## src/rtl/ap_result_reader.sv

```systemverilog
`default_nettype none
// ============================================================================
// Module   : ap_result_reader
// Purpose  : Read-back engine for the associative processor. On a start
//            pulse (or an ap_state_irq rising edge when auto_en=1) it reads
//            num_words consecutive cells of one CAM column through the AP
//            host read port. It buffers the returned words in a small
//            credit-controlled FIFO and streams them out on valid/ready.
// Ports    : CLK100MHZ, rst_n (sync, active-low)
//            start, auto_en, ap_state_irq        - drain triggers
//            first_addr, num_words, rd_col,
//            rd_internal_col                     - drain parameters
//            ap_addr, ap_sel_col, ap_sel_internal_col, ap_read_en,
//            ap_write_en, ap_mode, ap_data_out   - AP host read port
//            m_valid, m_ready, m_data, m_addr,
//            m_last                              - result stream
//            busy, done                          - status
// Revision : 1.0 - initial release
// ============================================================================
module ap_result_reader #(
  parameter int WORD_SIZE  = 8,
  parameter int CELL_QUANT = 512,
  parameter int ADDR_W     = 9,
  parameter int RD_LAT     = 1,
  parameter int FIFO_DEPTH = 4
) (
  input  logic                 CLK100MHZ,
  input  logic                 rst_n,
  input  logic                 start,
  input  logic                 auto_en,
  input  logic                 ap_state_irq,
  input  logic [ADDR_W-1:0]    first_addr,
  input  logic [ADDR_W:0]      num_words,
  input  logic [1:0]           rd_col,
  input  logic                 rd_internal_col,
  output logic [ADDR_W-1:0]    ap_addr,
  output logic [1:0]           ap_sel_col,
  output logic                 ap_sel_internal_col,
  output logic                 ap_read_en,
  output logic                 ap_write_en,
  output logic                 ap_mode,
  input  logic [WORD_SIZE-1:0] ap_data_out,
  output logic                 m_valid,
  input  logic                 m_ready,
  output logic [WORD_SIZE-1:0] m_data,
  output logic [ADDR_W-1:0]    m_addr,
  output logic                 m_last,
  output logic                 busy,
  output logic                 done
);

  localparam int PTR_W = $clog2(FIFO_DEPTH);
  // One spare bit so occupancy, in-flight count and credit never overflow.
  localparam int CNT_W = PTR_W + 2;
  localparam logic [CNT_W-1:0]  C_DEPTH    = CNT_W'(FIFO_DEPTH);
  localparam logic [ADDR_W-1:0] C_LAST_ADR = ADDR_W'(CELL_QUANT - 1);
  localparam logic [ADDR_W:0]   C_ONE_WORD = (ADDR_W + 1)'(1);

  typedef enum logic [2:0] {
    S_IDLE   = 3'd0,
    S_SETUP  = 3'd1,
    S_ISSUE  = 3'd2,
    S_DRAIN  = 3'd3,
    S_FINISH = 3'd4
  } state_t;

  // --------------------------------------------------------------------------
  // State
  // --------------------------------------------------------------------------
  state_t              state_q, state_d;
  logic                irq_q, irq_d;
  logic [ADDR_W-1:0]   addr_q, addr_d;
  logic [ADDR_W:0]     remain_q, remain_d;
  logic [1:0]          col_q, col_d;
  logic                int_col_q, int_col_d;
  logic [1:0]          sel_col_q, sel_col_d;
  logic                sel_int_q, sel_int_d;

  // Read-latency pipeline: tags each issued read with its address and last flag
  logic                pipe_vld_q  [RD_LAT];
  logic                pipe_vld_d  [RD_LAT];
  logic [ADDR_W-1:0]   pipe_addr_q [RD_LAT];
  logic [ADDR_W-1:0]   pipe_addr_d [RD_LAT];
  logic                pipe_last_q [RD_LAT];
  logic                pipe_last_d [RD_LAT];

  // Output FIFO
  logic [WORD_SIZE-1:0] fifo_data_q [FIFO_DEPTH];
  logic [WORD_SIZE-1:0] fifo_data_d [FIFO_DEPTH];
  logic [ADDR_W-1:0]    fifo_addr_q [FIFO_DEPTH];
  logic [ADDR_W-1:0]    fifo_addr_d [FIFO_DEPTH];
  logic                 fifo_last_q [FIFO_DEPTH];
  logic                 fifo_last_d [FIFO_DEPTH];
  logic [PTR_W-1:0]     wr_ptr_q, wr_ptr_d;
  logic [PTR_W-1:0]     rd_ptr_q, rd_ptr_d;
  logic [CNT_W-1:0]     occ_q, occ_d;

  // --------------------------------------------------------------------------
  // Combinational helpers
  // --------------------------------------------------------------------------
  logic             trigger;
  logic             issue;
  logic             push;
  logic             pop;
  logic [CNT_W-1:0] inflight_q;
  logic [CNT_W-1:0] inflight_d;
  logic [CNT_W-1:0] credit;

  always_comb begin
    inflight_q = '0;
    inflight_d = '0;
    for (int k = 0; k < RD_LAT; k++) begin
      inflight_q = inflight_q + CNT_W'(pipe_vld_q[k]);
      inflight_d = inflight_d + CNT_W'(pipe_vld_d[k]);
    end
  end

  // Reads already issued still own a FIFO slot, so they are charged
  // against credit before their data arrives.
  assign credit  = C_DEPTH - occ_q - inflight_q;
  assign trigger = start | (auto_en & ap_state_irq & ~irq_q);
  assign issue   = (state_q == S_ISSUE) && (remain_q != '0) && (credit != '0);
  assign push    = pipe_vld_q[RD_LAT-1];
  assign pop     = m_valid & m_ready;

  // --------------------------------------------------------------------------
  // Read pipeline and FIFO next-state
  // --------------------------------------------------------------------------
  always_comb begin
    pipe_vld_d  = pipe_vld_q;
    pipe_addr_d = pipe_addr_q;
    pipe_last_d = pipe_last_q;
    pipe_vld_d[0]  = issue;
    pipe_addr_d[0] = addr_q;
    pipe_last_d[0] = (remain_q == C_ONE_WORD);
    for (int k = 1; k < RD_LAT; k++) begin
      pipe_vld_d[k]  = pipe_vld_q[k-1];
      pipe_addr_d[k] = pipe_addr_q[k-1];
      pipe_last_d[k] = pipe_last_q[k-1];
    end
  end

  always_comb begin
    fifo_data_d = fifo_data_q;
    fifo_addr_d = fifo_addr_q;
    fifo_last_d = fifo_last_q;
    wr_ptr_d    = wr_ptr_q;
    rd_ptr_d    = rd_ptr_q;
    if (push) begin
      fifo_data_d[wr_ptr_q] = ap_data_out;
      fifo_addr_d[wr_ptr_q] = pipe_addr_q[RD_LAT-1];
      fifo_last_d[wr_ptr_q] = pipe_last_q[RD_LAT-1];
      wr_ptr_d              = wr_ptr_q + PTR_W'(1);
    end
    if (pop) begin
      rd_ptr_d = rd_ptr_q + PTR_W'(1);
    end
    occ_d = occ_q + CNT_W'(push) - CNT_W'(pop);
  end

  // --------------------------------------------------------------------------
  // Control FSM
  // --------------------------------------------------------------------------
  always_comb begin
    state_d   = state_q;
    irq_d     = ap_state_irq;
    addr_d    = addr_q;
    remain_d  = remain_q;
    col_d     = col_q;
    int_col_d = int_col_q;
    sel_col_d = sel_col_q;
    sel_int_d = sel_int_q;

    unique case (state_q)
      S_IDLE: begin
        if (trigger) begin
          addr_d    = first_addr;
          remain_d  = num_words;
          col_d     = rd_col;
          int_col_d = rd_internal_col;
          state_d   = S_SETUP;
        end
      end
      S_SETUP: begin
        sel_col_d = col_q;
        sel_int_d = int_col_q;
        state_d   = (remain_q == '0) ? S_FINISH : S_ISSUE;
      end
      S_ISSUE: begin
        if (issue) begin
          addr_d   = (addr_q == C_LAST_ADR) ? '0 : addr_q + ADDR_W'(1);
          remain_d = remain_q - C_ONE_WORD;
          if (remain_q == C_ONE_WORD) begin
            state_d = S_DRAIN;
          end
        end
      end
      S_DRAIN: begin
        // Look at next-cycle counts so done lands right after the final pop.
        if ((occ_d == '0) && (inflight_d == '0)) begin
          state_d = S_FINISH;
        end
      end
      S_FINISH: begin
        state_d = S_IDLE;
      end
      default: begin
        state_d = S_IDLE;
      end
    endcase
  end

  // --------------------------------------------------------------------------
  // Registers
  // --------------------------------------------------------------------------
  always_ff @(posedge CLK100MHZ) begin
    if (!rst_n) begin
      state_q   <= S_IDLE;
      irq_q     <= 1'b0;
      addr_q    <= '0;
      remain_q  <= '0;
      col_q     <= '0;
      int_col_q <= 1'b0;
      sel_col_q <= '0;
      sel_int_q <= 1'b0;
      wr_ptr_q  <= '0;
      rd_ptr_q  <= '0;
      occ_q     <= '0;
      for (int k = 0; k < RD_LAT; k++) begin
        pipe_vld_q[k]  <= 1'b0;
        pipe_addr_q[k] <= '0;
        pipe_last_q[k] <= 1'b0;
      end
      for (int k = 0; k < FIFO_DEPTH; k++) begin
        fifo_data_q[k] <= '0;
        fifo_addr_q[k] <= '0;
        fifo_last_q[k] <= 1'b0;
      end
    end else begin
      state_q     <= state_d;
      irq_q       <= irq_d;
      addr_q      <= addr_d;
      remain_q    <= remain_d;
      col_q       <= col_d;
      int_col_q   <= int_col_d;
      sel_col_q   <= sel_col_d;
      sel_int_q   <= sel_int_d;
      wr_ptr_q    <= wr_ptr_d;
      rd_ptr_q    <= rd_ptr_d;
      occ_q       <= occ_d;
      pipe_vld_q  <= pipe_vld_d;
      pipe_addr_q <= pipe_addr_d;
      pipe_last_q <= pipe_last_d;
      fifo_data_q <= fifo_data_d;
      fifo_addr_q <= fifo_addr_d;
      fifo_last_q <= fifo_last_d;
    end
  end

  // --------------------------------------------------------------------------
  // Outputs
  // --------------------------------------------------------------------------
  assign ap_addr             = addr_q;
  assign ap_sel_col          = sel_col_q;
  assign ap_sel_internal_col = sel_int_q;
  assign ap_read_en          = issue;
  assign ap_write_en         = 1'b0;
  assign ap_mode             = 1'b0;   // memory mode; the reader never computes
  assign m_valid             = (occ_q != '0);
  assign m_data              = fifo_data_q[rd_ptr_q];
  assign m_addr              = fifo_addr_q[rd_ptr_q];
  assign m_last              = fifo_last_q[rd_ptr_q];
  assign busy                = (state_q != S_IDLE);
  assign done                = (state_q == S_FINISH);

endmodule
`default_nettype wire

```

## config.mk

```make
export PLATFORM = sky130hd
export DESIGN_NAME = ap_result_reader
export DESIGN_NICKNAME = d
export VERILOG_FILES = /design/src/rtl/ap_result_reader.sv
export SDC_FILE = /design/constraint.sdc
export NUM_CORES = 1
export LEC_CHECK = 0
export ABC_AREA = 1
export BUFFER_PORTS_ARGS = -buffer_cell sky130_fd_sc_hd__buf_2
export CAP_MARGIN = 40
export CORE_MARGIN = 2
export CORE_UTILIZATION = 50
export DETAILED_ROUTE_END_ITERATION = 16
export PLACE_DENSITY = 0.67
export SLEW_MARGIN = 40
export SYNTH_ARGS = -nofsm -noshare
export SYNTH_HDL_FRONTEND = slang
export SYNTH_SLANG_ARGS = --single-unit
```

## constraint.sdc

```tcl
create_clock -name CLK100MHZ -period 3.5 [get_ports CLK100MHZ]
set_clock_uncertainty 0.2 [all_clocks]
set_input_delay 0.7 -clock CLK100MHZ [delete_from_list [all_inputs] [get_ports CLK100MHZ]]
set_output_delay 0.7 -clock CLK100MHZ [all_outputs]
set_load 0.05 [all_outputs]
```

==> flow_metrics.py <==
metrics = {
    "outcome": {
        "outcome": "finished clean",
    },
    "clock_network": {
        "clock_sinks": 120,
        "numCtsBuffers": 17,
        "clk_pin_slew_ns": 0.06,
        "postCtsSetupBuffers": 0,
        "clock_latency_ns": 0.52,
        "clock_path_buffers": 2,
        "postCtsHoldBufs": 0,
        "cts_resized": 0,
        "cts_tree": "done",
        "clock-root-buffer": "clkbuf_8",
        "cts_htree_levels": 4,
    },
    "cells_and_area": {
        "multi_input_area_um2": 2670,
        "post_route_cells_drive_above_1_share": 0.146,
        "areaGrowthSynthToFinish_pct": 19.5,
        "finish.utilization": 0.610,
        "nets": 919,
        "fillCellCount": 976,
        "ff_latch_area_um2": 2400,
        "n_antenna_cell": 0,
    },
    "setup_path": {
        "critPathCaptureType": "primary output",
        "required_ns": 2.60,
        "crit_fanout": 6,
        "critical_path_class": "reg2out",
        "arrival_ns": 2.41,
        "critPathLaunchType": "flop",
    },
    "power": {
        "p_per_area_nw_per_um2": 991,
        "power_frac_clock": 0.276,
        "seq_power_share": 0.289,
        "combPwrFrac": 0.434,
        "switching_share": 0.446,
        "p_int_w": 0.00361,
        "p_switching_w": 0.00291,
        "vdd_drop_max_mv": 0.492,
        "power.leakage_nw": 3.06,
    },
    "sta": {
        "timing.final.ws_setup_ns": 0.186,
        "worst_slew_pin_slew_ns": 0.626,
        "finalSetupViolCount": 0,
        "fin_crit_sh": 0.947,
        "timing.fmax_ghz": 0.302,
        "finalMaxSlewViolations": 0,
        "hold_viol_final": 0,
        "setup_tns_ns": 0,
        "period_minus_slack_ns": 3.31,
        "maxSlewHeadroom": 0.582,
        "grt_setup_unrepaired": "false",
    },
    "detailed_routing": {
        "totalWireLength_um": 13700,
        "route.layer.met1.wl_um": 6110,
        "highest_layer": "met4",
        "firstDrtPassIters": 5,
        "ant_nets": 0,
        "wl_per_cell_um": 13.4,
        "wl_met2_um": 6750,
        "dr_wl_met3_um": 560,
        "drc": 0,
        "drt_iter0_markers": 278,
        "avgViaCountPerCell": 5.12,
        "vias": 5219,
    },
    "logic_synthesis": {
        "synth_area_leaders": "dfxtp_1 (44%), nor2_1 (17%), o21ai_0 (12%)",
        "synth.distinct_cells": 33,
        "avgSynthCellArea_um2": 6.87,
        "synth-seq-cells": 120,
        "yosysMostFrequentCell": "nor2_1",
        "syn_inst": 802,
        "synth_edf_count": 0,
        "synth.largest_area_cell": "dfxtp_1",
        "synth_top_area_frac": 0.436,
        "yosysWarnings": 0,
        "async_flop_share": 0,
        "syn_area_um2": 5510,
        "ys.flop_type": "dfxtp_1",
        "yosysSeqAreaShare": 0.436,
        "yosys-top-cells-count": "nor2_1 (249), o21ai_0 (131), dfxtp_1 (120)",
    },
    "placement": {
        "place.gp.congestion": 0.881,
        "portBuffers": 69,
        "dp_slack_ns": 0.609,
        "hpwlAfterDp_um": 8960,
    },
    "global_routing": {
        "grt_pass1_vias": 5049,
        "grt_overflow": 0,
        "grt_max_degree": 38,
        "grt_pass1_wl_um": 22800,
        "antenna_found_initial": 0,
        "grt_use_total": 0.244,
    },
    "die": {
        "die_area_um2": 11900,
        "start_util": 0.511,
        "die_y_um": 109,
        "ioPinCount": 72,
        "die-width_um": 109,
        "placementRows": 38,
        "coreArea_um2": 10800,
    },
    "hold_path": {
        "hold_class": "in2reg",
    },
    "flow_run": {
        "cap_violations": 0,
    },
}
-- through the flow --
step                instances  cell area (um^2)  power (W)  hold WS (ns)
global route             1019              6580    0.00698         0.192
floorplan                 803              5520    0.00414         0.250
detailed placement        987              5970    0.00473         0.260
CTS                      1019              6580    0.00655         0.155
finish                   1019              6580    0.00652         0.173
global placement          987              5970    0.00466         0.255
-- worst max-delay path, stage by stage, from the launching register on --
cell and delay [ns]:
dfxtp_1 0.42, inv_1 0.12, ha_1 0.21, ha_1 0.18
inv_1 0.06, ha_1 0.22, nor3b_1 0.14, nand2_1 0.07
nand3_2 0.12, inv_1 0.09, buf_2 0.26
-- logic make-up (layout without fill, tap and decap cells) --
family | after synthesis | in the layout | share of synthesized area
xor+xnor | 7 | 7 | 0.0111
flops | 120 | 120 | 0.436
fa+ha+maj | 17 | 17 | 0.0400
buf+inv | 110 | 186 | 0.0799
simple gates | 380 | 380 | 0.274
other cells | 1 | 2 | 0.000680
compound gates | 167 | 167 | 0.159
-- sequential cells by signal, summed over array words and instances, names as in the netlist, 2 cells and up --
signal	count
fifo_addr_q	36
wr_ptr_q	2
remain_q	10
fifo_data_q	32
ap_sel_col	2
ap_addr	9
occ_q	4
rd_ptr_q	2
col_q	2
pipe_addr_q	9
fifo_last_q	4
state_q	3
-- placed cells by master, fill, tap and decap left out, drive strengths merged --
cell type,count
clkinvlp,4
nor3,2
xnor2,1
nand3,17
o31ai,1
buf,83
nor3b,1
a31oi,1
bufinv,4
inv,68
clkinv,9
xor2,6
nand2,102
fa,1
o22ai,19
nand4,5
clkbuf,18
a32o,1
o21ai,132
dfxtp,120
a22oi,1
a21oi,11
ha,16
a22o,1
nor2,253
conb,2
-- final cells by class --
type	count	share of cell area
Clock buffer	18	0.0635
Clock inverter	14	0.0302
Inverter	71	0.0405
Multi-Input combinational cell	573	0.406
Sequential cell	120	0.365
Tap cell	140	0.0266
Timing Repair Buffer	83	0.0684
-- routing by layer --
metal	vias up	global-route usage
li1	2679	-
met1	2387	0.281
met2	126	0.427
met3	27	0.0646
met4	0	0.0998
met5	-	0
-- power by group through the flow --
stage | Clock, W | Combinational, W | Sequential, W
after floorplan | 0 | 0.00207 | 0.00206
after global placement | 0 | 0.00276 | 0.00190
after detailed placement | 0 | 0.00282 | 0.00191
after CTS | 0.00182 | 0.00284 | 0.00188
after global routing | 0.00188 | 0.00318 | 0.00192
final | 0.00180 | 0.00283 | 0.00189
-- worst paths after layout --
kind	startpoint	to	slack, ns	cells after the start
min reg2reg	ap_addr[8]	pipe_addr_q[8]	0.26	2
max reg2reg	occ_q[2]	state_q[0]	0.70	16
max	pipe_vld_q	ap_read_en	0.19	10
min	ap_state_irq	irq_q	0.17	3
Power figures use the tool's default switching activity.
